File: src/rtl/race_position_tracker_if.sv
// Bundles the menu flag, four raw player buttons and the race outputs that
// travel between the menu stage, this tracker and the LED strip renderer.
interface race_position_tracker_if;
    logic       is_in_menu;
    logic       green_button;
    logic       red_button;
    logic       blue_button;
    logic       yellow_button;
    logic [5:0] green_position;
    logic [5:0] red_position;
    logic [5:0] blue_position;
    logic [5:0] yellow_position;
    logic [3:0] winner;
    logic       race_finished;
    logic       activity;

    modport master (
        output is_in_menu, green_button, red_button, blue_button, yellow_button,
        input  green_position, red_position, blue_position, yellow_position,
        input  winner, race_finished, activity
    );

    modport slave (
        input  is_in_menu, green_button, red_button, blue_button, yellow_button,
        output green_position, red_position, blue_position, yellow_position,
        output winner, race_finished, activity
    );
endinterface

File: src/rtl/race_position_tracker.sv
// Turns debounced player presses into track positions once the menu phase ends,
// flags the winner(s) at the finish line and freezes until the menu returns.
module race_position_tracker #(
    parameter int MAX_POSITION       = 49,
    parameter int DEBOUNCE_CLK_COUNT = 500000
) (
    input logic                   clk,
    input logic                   reset,
    race_position_tracker_if.slave bus
);

    localparam int CNT_W = (DEBOUNCE_CLK_COUNT > 1) ? $clog2(DEBOUNCE_CLK_COUNT) : 1;
    localparam logic [CNT_W-1:0] LOCK_LOAD = CNT_W'(DEBOUNCE_CLK_COUNT - 1);
    localparam logic [5:0]       MAX_POS   = 6'(MAX_POSITION);

    typedef enum logic [1:0] {
        IDLE,
        RACING,
        FINISHED
    } state_t;

    // Player bit order everywhere is {yellow, blue, red, green}
    logic [3:0]       rawButtons;
    logic [3:0]       sync1_q, sync2_q, hist_q;
    logic [3:0]       press_q;
    logic [3:0]       rise, accept;
    logic [CNT_W-1:0] lock_q [4];
    logic [CNT_W-1:0] lock_d [4];

    state_t     state_q, state_d;
    logic [5:0] pos_q [4];
    logic [5:0] pos_d [4];
    logic [3:0] winner_q, winner_d;
    logic       finished_q, finished_d;
    logic       activity_q, activity_d;

    assign rawButtons = {bus.yellow_button, bus.blue_button, bus.red_button, bus.green_button};

    always_ff @(posedge clk or negedge reset) begin
        if (!reset) begin
            sync1_q <= '0;
            sync2_q <= '0;
            hist_q  <= '0;
            press_q <= '0;
            for (int i = 0; i < 4; i++) begin
                lock_q[i] <= '0;
            end
        end else begin
            sync1_q <= rawButtons;
            sync2_q <= sync1_q;
            hist_q  <= sync2_q;
            press_q <= accept;
            for (int i = 0; i < 4; i++) begin
                lock_q[i] <= lock_d[i];
            end
        end
    end

    // Lockout runs regardless of race state so menu presses still arm it
    always_comb begin
        rise = sync2_q & ~hist_q;
        for (int i = 0; i < 4; i++) begin
            accept[i] = rise[i] && (lock_q[i] == '0);
            lock_d[i] = lock_q[i];
            if (accept[i]) begin
                lock_d[i] = LOCK_LOAD;
            end else if (lock_q[i] != '0) begin
                lock_d[i] = lock_q[i] - CNT_W'(1);
            end
        end
    end

    always_ff @(posedge clk or negedge reset) begin
        if (!reset) begin
            state_q    <= IDLE;
            winner_q   <= '0;
            finished_q <= 1'b0;
            activity_q <= 1'b0;
            for (int i = 0; i < 4; i++) begin
                pos_q[i] <= '0;
            end
        end else begin
            state_q    <= state_d;
            winner_q   <= winner_d;
            finished_q <= finished_d;
            activity_q <= activity_d;
            for (int i = 0; i < 4; i++) begin
                pos_q[i] <= pos_d[i];
            end
        end
    end

    always_comb begin
        state_d    = state_q;
        winner_d   = winner_q;
        finished_d = finished_q;
        activity_d = 1'b0;
        for (int i = 0; i < 4; i++) begin
            pos_d[i] = pos_q[i];
        end

        case (state_q)
            IDLE: begin
                winner_d   = '0;
                finished_d = 1'b0;
                for (int i = 0; i < 4; i++) begin
                    pos_d[i] = '0;
                end
                if (!bus.is_in_menu) begin
                    state_d = RACING;
                end
            end
            RACING: begin
                for (int i = 0; i < 4; i++) begin
                    if (press_q[i] && (pos_q[i] < MAX_POS)) begin
                        pos_d[i]   = pos_q[i] + 6'd1;
                        activity_d = 1'b1;
                        if ((pos_q[i] + 6'd1) == MAX_POS) begin
                            winner_d[i] = 1'b1;
                        end
                    end
                end
                if (winner_d != '0) begin
                    state_d    = FINISHED;
                    finished_d = 1'b1;
                end
            end
            FINISHED: begin
                finished_d = 1'b1;
            end
            default: begin
                state_d = IDLE;
            end
        endcase

        // Menu always wins, even over a press landing in the same cycle
        if (bus.is_in_menu) begin
            state_d    = IDLE;
            winner_d   = '0;
            finished_d = 1'b0;
            activity_d = 1'b0;
            for (int i = 0; i < 4; i++) begin
                pos_d[i] = '0;
            end
        end
    end

    assign bus.green_position  = pos_q[0];
    assign bus.red_position    = pos_q[1];
    assign bus.blue_position   = pos_q[2];
    assign bus.yellow_position = pos_q[3];
    assign bus.winner          = winner_q;
    assign bus.race_finished   = finished_q;
    assign bus.activity        = activity_q;

endmodule

File: src/flat_wrapper.sv
// flat-port wrapper written by rule: the top's interface ports become plain ports
module race_position_tracker_flat 
#(
    parameter int MAX_POSITION       = 49,
    parameter int DEBOUNCE_CLK_COUNT = 500000
)
  (clk, reset, bus_is_in_menu, bus_green_button, bus_red_button, bus_blue_button, bus_yellow_button, bus_green_position, bus_red_position, bus_blue_position, bus_yellow_position, bus_winner, bus_race_finished, bus_activity);
  race_position_tracker_if bus_i ();
  input logic clk;
  input logic reset;
  input wire logic [$bits(bus_i.is_in_menu)-1:0] bus_is_in_menu;
  input wire logic [$bits(bus_i.green_button)-1:0] bus_green_button;
  input wire logic [$bits(bus_i.red_button)-1:0] bus_red_button;
  input wire logic [$bits(bus_i.blue_button)-1:0] bus_blue_button;
  input wire logic [$bits(bus_i.yellow_button)-1:0] bus_yellow_button;
  output wire logic [$bits(bus_i.green_position)-1:0] bus_green_position;
  output wire logic [$bits(bus_i.red_position)-1:0] bus_red_position;
  output wire logic [$bits(bus_i.blue_position)-1:0] bus_blue_position;
  output wire logic [$bits(bus_i.yellow_position)-1:0] bus_yellow_position;
  output wire logic [$bits(bus_i.winner)-1:0] bus_winner;
  output wire logic [$bits(bus_i.race_finished)-1:0] bus_race_finished;
  output wire logic [$bits(bus_i.activity)-1:0] bus_activity;
  assign bus_i.is_in_menu = bus_is_in_menu;
  assign bus_i.green_button = bus_green_button;
  assign bus_i.red_button = bus_red_button;
  assign bus_i.blue_button = bus_blue_button;
  assign bus_i.yellow_button = bus_yellow_button;
  assign bus_green_position = bus_i.green_position;
  assign bus_red_position = bus_i.red_position;
  assign bus_blue_position = bus_i.blue_position;
  assign bus_yellow_position = bus_i.yellow_position;
  assign bus_winner = bus_i.winner;
  assign bus_race_finished = bus_i.race_finished;
  assign bus_activity = bus_i.activity;
  race_position_tracker #(.MAX_POSITION(MAX_POSITION), .DEBOUNCE_CLK_COUNT(DEBOUNCE_CLK_COUNT)) u_core (.clk(clk), .reset(reset), .bus(bus_i));
endmodule
File: config.mk
export PLATFORM = sky130hd
export DESIGN_NAME = race_position_tracker_flat
export DESIGN_NICKNAME = d
export VERILOG_FILES = /design/src/rtl/race_position_tracker_if.sv /design/src/rtl/race_position_tracker.sv /design/src/flat_wrapper.sv
export SDC_FILE = /design/constraint.sdc
export NUM_CORES = 1
export LEC_CHECK = 0
export CAP_MARGIN = 40
export CORE_MARGIN = 3
export CORE_UTILIZATION = 30
export CTS_CLUSTER_SIZE = 24
export DETAILED_ROUTE_END_ITERATION = 8
export REMOVE_ABC_BUFFERS = 1
export SLEW_MARGIN = 20
export SYNTH_ARGS = -nofsm -noshare
export SYNTH_HDL_FRONTEND = slang
export SYNTH_SLANG_ARGS = --single-unit
File: constraint.sdc
create_clock -name clk -period 2.7 [get_ports clk]
set_input_delay 0.675 -clock clk [delete_from_list [all_inputs] [get_ports clk]]
set_output_delay 0.675 -clock clk [all_outputs]
set_load 0.005 [all_outputs]
### After elaboration in Yosys (flattened, before gate mapping)

Cells that the tools add are included.

* register bits: 124
* output and inout bits: 30

* add/subtract/negate cells: 8
* magnitude comparators: 4
* equality and inequality tests: 12
* mux-type cells: 40
* bitwise gates (word level): 2
* reductions and logical operators: 30

Operators with widths (count)
* 19-bit 2-to-1 mux: 8
* 19-bit zero test: 4
* 19-bit nonzero test: 4
* 19-bit by 1-bit subtractor with 19-bit output, second input constant: 4
* 24-bit case mux with 2 select lines: 1
* 6-bit by 1-bit adder with 6-bit output, second input constant: 4
* 6-bit == test, second input constant: 4
* 6-bit less-than comparator, second input constant: 4
* 24-bit 2-to-1 mux: 1
* 6-bit 2-to-1 mux: 4
* 1-bit 2-to-1 mux: 20
* 3-bit by 2-bit inequality test with 1-bit output, second input constant: 5
* 2-bit AND reduction: 6
* 1-bit logical AND: 8
* 4-bit case mux with 2 select lines: 1
* 2-bit nonzero test: 4
* 4-bit nonzero test: 2
* 2-bit case mux with 3 select lines: 1
* 4-bit AND: 1
* 2-bit 2-to-1 mux: 2
* 4-bit 2-to-1 mux: 1
* 4-bit inverter: 1
* 1-bit case mux with 3 select lines: 1
* 3-bit nonzero test: 1
* 4 further kinds: 4

### Logic depth before layout (Yosys ltp)

* depth after elaboration: 9
* gate-level depth with buffers: 10
* gate-level depth less buffers: 8

### Worst setup path after synthesis

Ideal clock, no wire load.

* path type: reg2reg
* from: reg u_core.lock_q[0] in the netlist's numbering
* to: reg u_core.lock_q[9] in the netlist's numbering
* setup time: 0.138 ns
* data arrival time: 2.160 ns
* data required time: 2.562 ns
* setup slack: 0.402 ns
* cell stages (with the launch flop): 11
* buffers on the path: 2
* cell sequence: dfrtp_1 inv_1 ha_1 nand2b_4 or4_1 buf_2 or4_4 buf_6 nand2_1 nor4_1 xor2_1

* cells in the longest elaborated chain, start to end: 3
* elaborated cells on any way between the ends: 7
* classes of those cells: 1 x add/sub; 2 x mux; 4 x reduce/logical

Ends and longest elaborated chain
* start: declaration: RTL line race_position_tracker.sv:27 `logic [CNT_W-1:0] lock_q [4];`
* start signal: indexed assignment: RTL line race_position_tracker.sv:54 `lock_q[i] <= lock_d[i];`
* 19-bit by 1-bit subtractor with 19-bit output / 19-bit zero test (equally long branches): RTL line race_position_tracker.sv:68, race_position_tracker.sv:63
* 19-bit 2-to-1 mux / 1-bit logical AND (equally long branches): RTL line race_position_tracker.sv:67, race_position_tracker.sv:63
* 19-bit 2-to-1 mux / 2-bit nonzero test (equally long branches)

Several ways; a longest one is shown, not always the timed one. The select of a mux whose other input is x is not followed.
A chain may end at the register's enable or synchronous reset.

### Worst setup path in the final report

Same ends and word-level chain as after synthesis.

==> metrics.md <==
| Metric | Value |
|---|---|
| Status | `finished, final reports clean` |
| Core area | `approximately 20000 µm²` |
| Largest net degree at the start of global routing | `55` |
| H-tree Lvls | `4` |
| Maxcap violations | `0` |
| Vias in the first global route | `4376` |
| P&R area growth vs syn | `23.0%` |
| Max IR drop VDD | `approximately 490 µV` |
| Worst hold slack | `0.237 ns` |
| Die ar. | `about 22000 µm²` |
| Power density cells | `880 nW/µm²` |
| Die X | `148 µm` |
| RSZ-0062 raised after global routing | `no` |
| Setup TNS | `0 ns` |
| Share of the synthesized area in the top cell type | `0.515` |
| Power, Total | `6.52 mW` |
| Ys Warns | `0` |
| RR Startpoint | `u_core.lock_q[0]` |
| Initial Utilization | `0.307` |
| Initial antenna violation count | `0` |
| FFs w/ async S/R, synth | `1.00` |
| Worst-Skew Late Latency | `0.41 ns` |
| Post-route ant nets | `0` |
| Clock Tree Root | `clkbuf_16` |
| Tcrit/Tclk final | `0.885` |
| Simple-gate share of the synthesized area | `0.224` |
| Wl on met1 | `6090 µm` |
| ANT cells | `0` |
| Placed Instances | `907` |
| Uppermost layer routed | `met4` |
| Startpoint class of the critical path | `flop` |
| Area contributors post-synth | `dfrtp_1 (52%), nor2_1 (4.1%), xor2_1 (3.3%), ha_1 (3.3%), nand2_1 (3.0%)` |
| First-pass DRT Iterations | `5` |
| Arrival time at the worst endpoint | `2.67 ns` |
| Synth cell types | `63` |
| Crit Path Class | `reg2reg` |
| Post-synthesis compound-gate area fraction | `0.123` |
| Met2 Wirelength | `5450 µm` |
| FF+latch area | `just over 3000 µm²` |
| Vias per cell | `between 4 and 5` |
| Slew Limit Headroom | `0.629` |
| Mux contribution to synthesized area | `0.0172` |
| Final setup fails | `0` |
| Non-Filler Instances | `938` |
| Placed cell areas | `slightly below 7000 µm²` |
| Top FF cell, synth | `dfrtp_1` |
| Final Worst Setup Slack | `a little over 0.3 ns` |
| Sequential share of the synthesized area | `0.515` |
| WL/cell | `between 10 and 15 µm` |
| Residual DRC count | `0` |
| Max Clock Freq | `419 MHz` |
| Post-synthesis register bit count | `124` |
| Ratio of cells with drive above 1 in the final layout | `0.0981` |
| # Post-CTS Setup Buffers | `0` |
| Syn_area_per_cell | `9.95 µm²` |
| Footprint of the multi-input gates | `roughly 2800 µm²` |
| Finished Cell Area | `7410 µm²` |
| Global-route wire length before repair | `21200 µm` |
| GRT overflow | `0` |
| DR vias | `4516` |
| Crit end category | `flop` |
| Number of synthesized flops with an enable pin | `0` |
| Post-synthesis xor/xnor area fraction | `0.0611` |
| DP HPWL | `8600 µm` |
| Worst-Margin Slew | `0.550 ns` |
| Io pins | `37` |
| CTS tree | `done` |
| Largest family of logic cells by synthesized area | `simple AND/OR/NAND/NOR gates` |
| Slew Limit Fails | `0` |
| Worst min path class | `in2async` |
| Tmin final | `around 2.4 ns` |
| LEAKAGE | `3.10 nW` |
| Post-synth top area cell | `dfrtp_1` |
| Metal3 WL | `586 µm` |
| Die Span Y | `148 µm` |
| GRT Overall Usage | `0.118` |
| Final nets | `684` |
| Synth Cell Area | `6020 µm²` |
| Clock transition at path regs | `around 0.060 ns` |
| Clock skew after layout | `0.00723 ns` |
| Post-synthesis adder-cell area fraction | `0.0332` |
| Layout fillers | `between 1500 and 2000` |
| CP Launch Point | `u_core.lock_q[0]` |
| CTS max path bufs | `2` |
| Clk sinks | `124` |
| Port bufs | `36` |
| Worst slack at placement | `0.0294 ns` |
| CP required | `2.98 ns` |
| Mapped Cells | `about 600` |
| Most common cell after layout, fill and taps aside | `dfrtp_1` |
| Row count | `51` |
| Crit Path Max Fanout | `9` |
| Final Util | `0.378` |
| Final WL | `12300 µm` |
| Routability cong. | `0.795` |
| 1st-iter DRT viols | `about 200` |
| CTS Buf Count | `17` |
| Final hold violation count | `0` |
| Most frequent cells in the layout | `dfrtp_1 (124), nor2_1 (65), nand2_1 (48), o21ai_0 (35), clkdlybuf4s50_1 (35)` |
worst max-delay path, stage by stage, from the launching register on:
cell and delay [ns]:
dfrtp_1 0.39, inv_1 0.06, ha_1 0.20, nand2b_4 0.07, or4_1 0.54, or4_4 0.62, nand2_1 0.17, nor4_1 0.07
xor2_1 0.14
cell families after synthesis:
family	Yosys count
and+or+nand+nor	256
DFF	124
AOI/OAI and AO/OA	118
xor gates and xnor gates	42
buffers and inverters	39
adders and majority gates	16
muxes	10
synthesized netlist by cell type (all sizes together) (13+ instances only):
library cell / instances
a21oi: 31
dfrtp: 124
ha: 16
inv: 29
nand2: 48
nand2b: 13
nand3: 14
nor2: 65
nor3: 34
nor4: 15
o21ai: 35
or3: 14
xnor2: 19
xor2: 23
registers in the layout, summed over array words and instances, names as in the netlist, 6 cells and up:
| name | cells |
|---|---|
| u_core.bus.blue_position | 6 |
| u_core.bus.red_position | 6 |
| u_core.bus.green_position | 6 |
| u_core.bus.yellow_position | 6 |
| u_core.lock_q | 76 |
repair_timing:
item	4_1_cts	5_1_grt
resized for setup	0	2
endpoints found under the hold margin	0	0
setup endpoints to repair	0	3
hold buffers	0	0
per-layer routing:
layer  GRT usage  vias to the layer above
li1            -                     2266
met1       0.160                     2177
met2       0.180                       60
met3      0.0374                       13
met4      0.0382                        0
met5           0                        -
cell type report:
cell class                      instances  share of cell area
Multi-Input combinational cell        442               0.374
Timing Repair Buffer                   47              0.0628
Clock inverter                         11              0.0223
Inverter                               29              0.0147
Tap cell                              265              0.0447
Clock buffer                           20              0.0630
Sequential cell                       124               0.419
worst paths after layout:
path | cells past startpoint | to | slack [ns]
setup reg to reg | 8 | u_core.lock_q[9] | 0.31
hold / removal | 1 | u_core.lock_q[33] | 0.24
max in group asynchronous | 2 | u_core.hist_q[0] | 1.78
hold reg to reg | 0 | u_core.sync2_q[3] | 0.35
setup / recovery | 8 | u_core.lock_q[9] | 0.31
min in group clk | 0 | u_core.sync2_q[3] | 0.35
power by group:
| part | switching, mW | leakage (nW) | internal (mW) | total [mW] |
|---|---|---|---|---|
| clock network | 0.818 | 0.312 | 1.61 | 2.43 |
| registers | 0.484 | 1.56 | 2.35 | 2.83 |
| logic | 0.675 | 1.22 | 0.583 | 1.26 |
(Power assumes the default switching activity.)
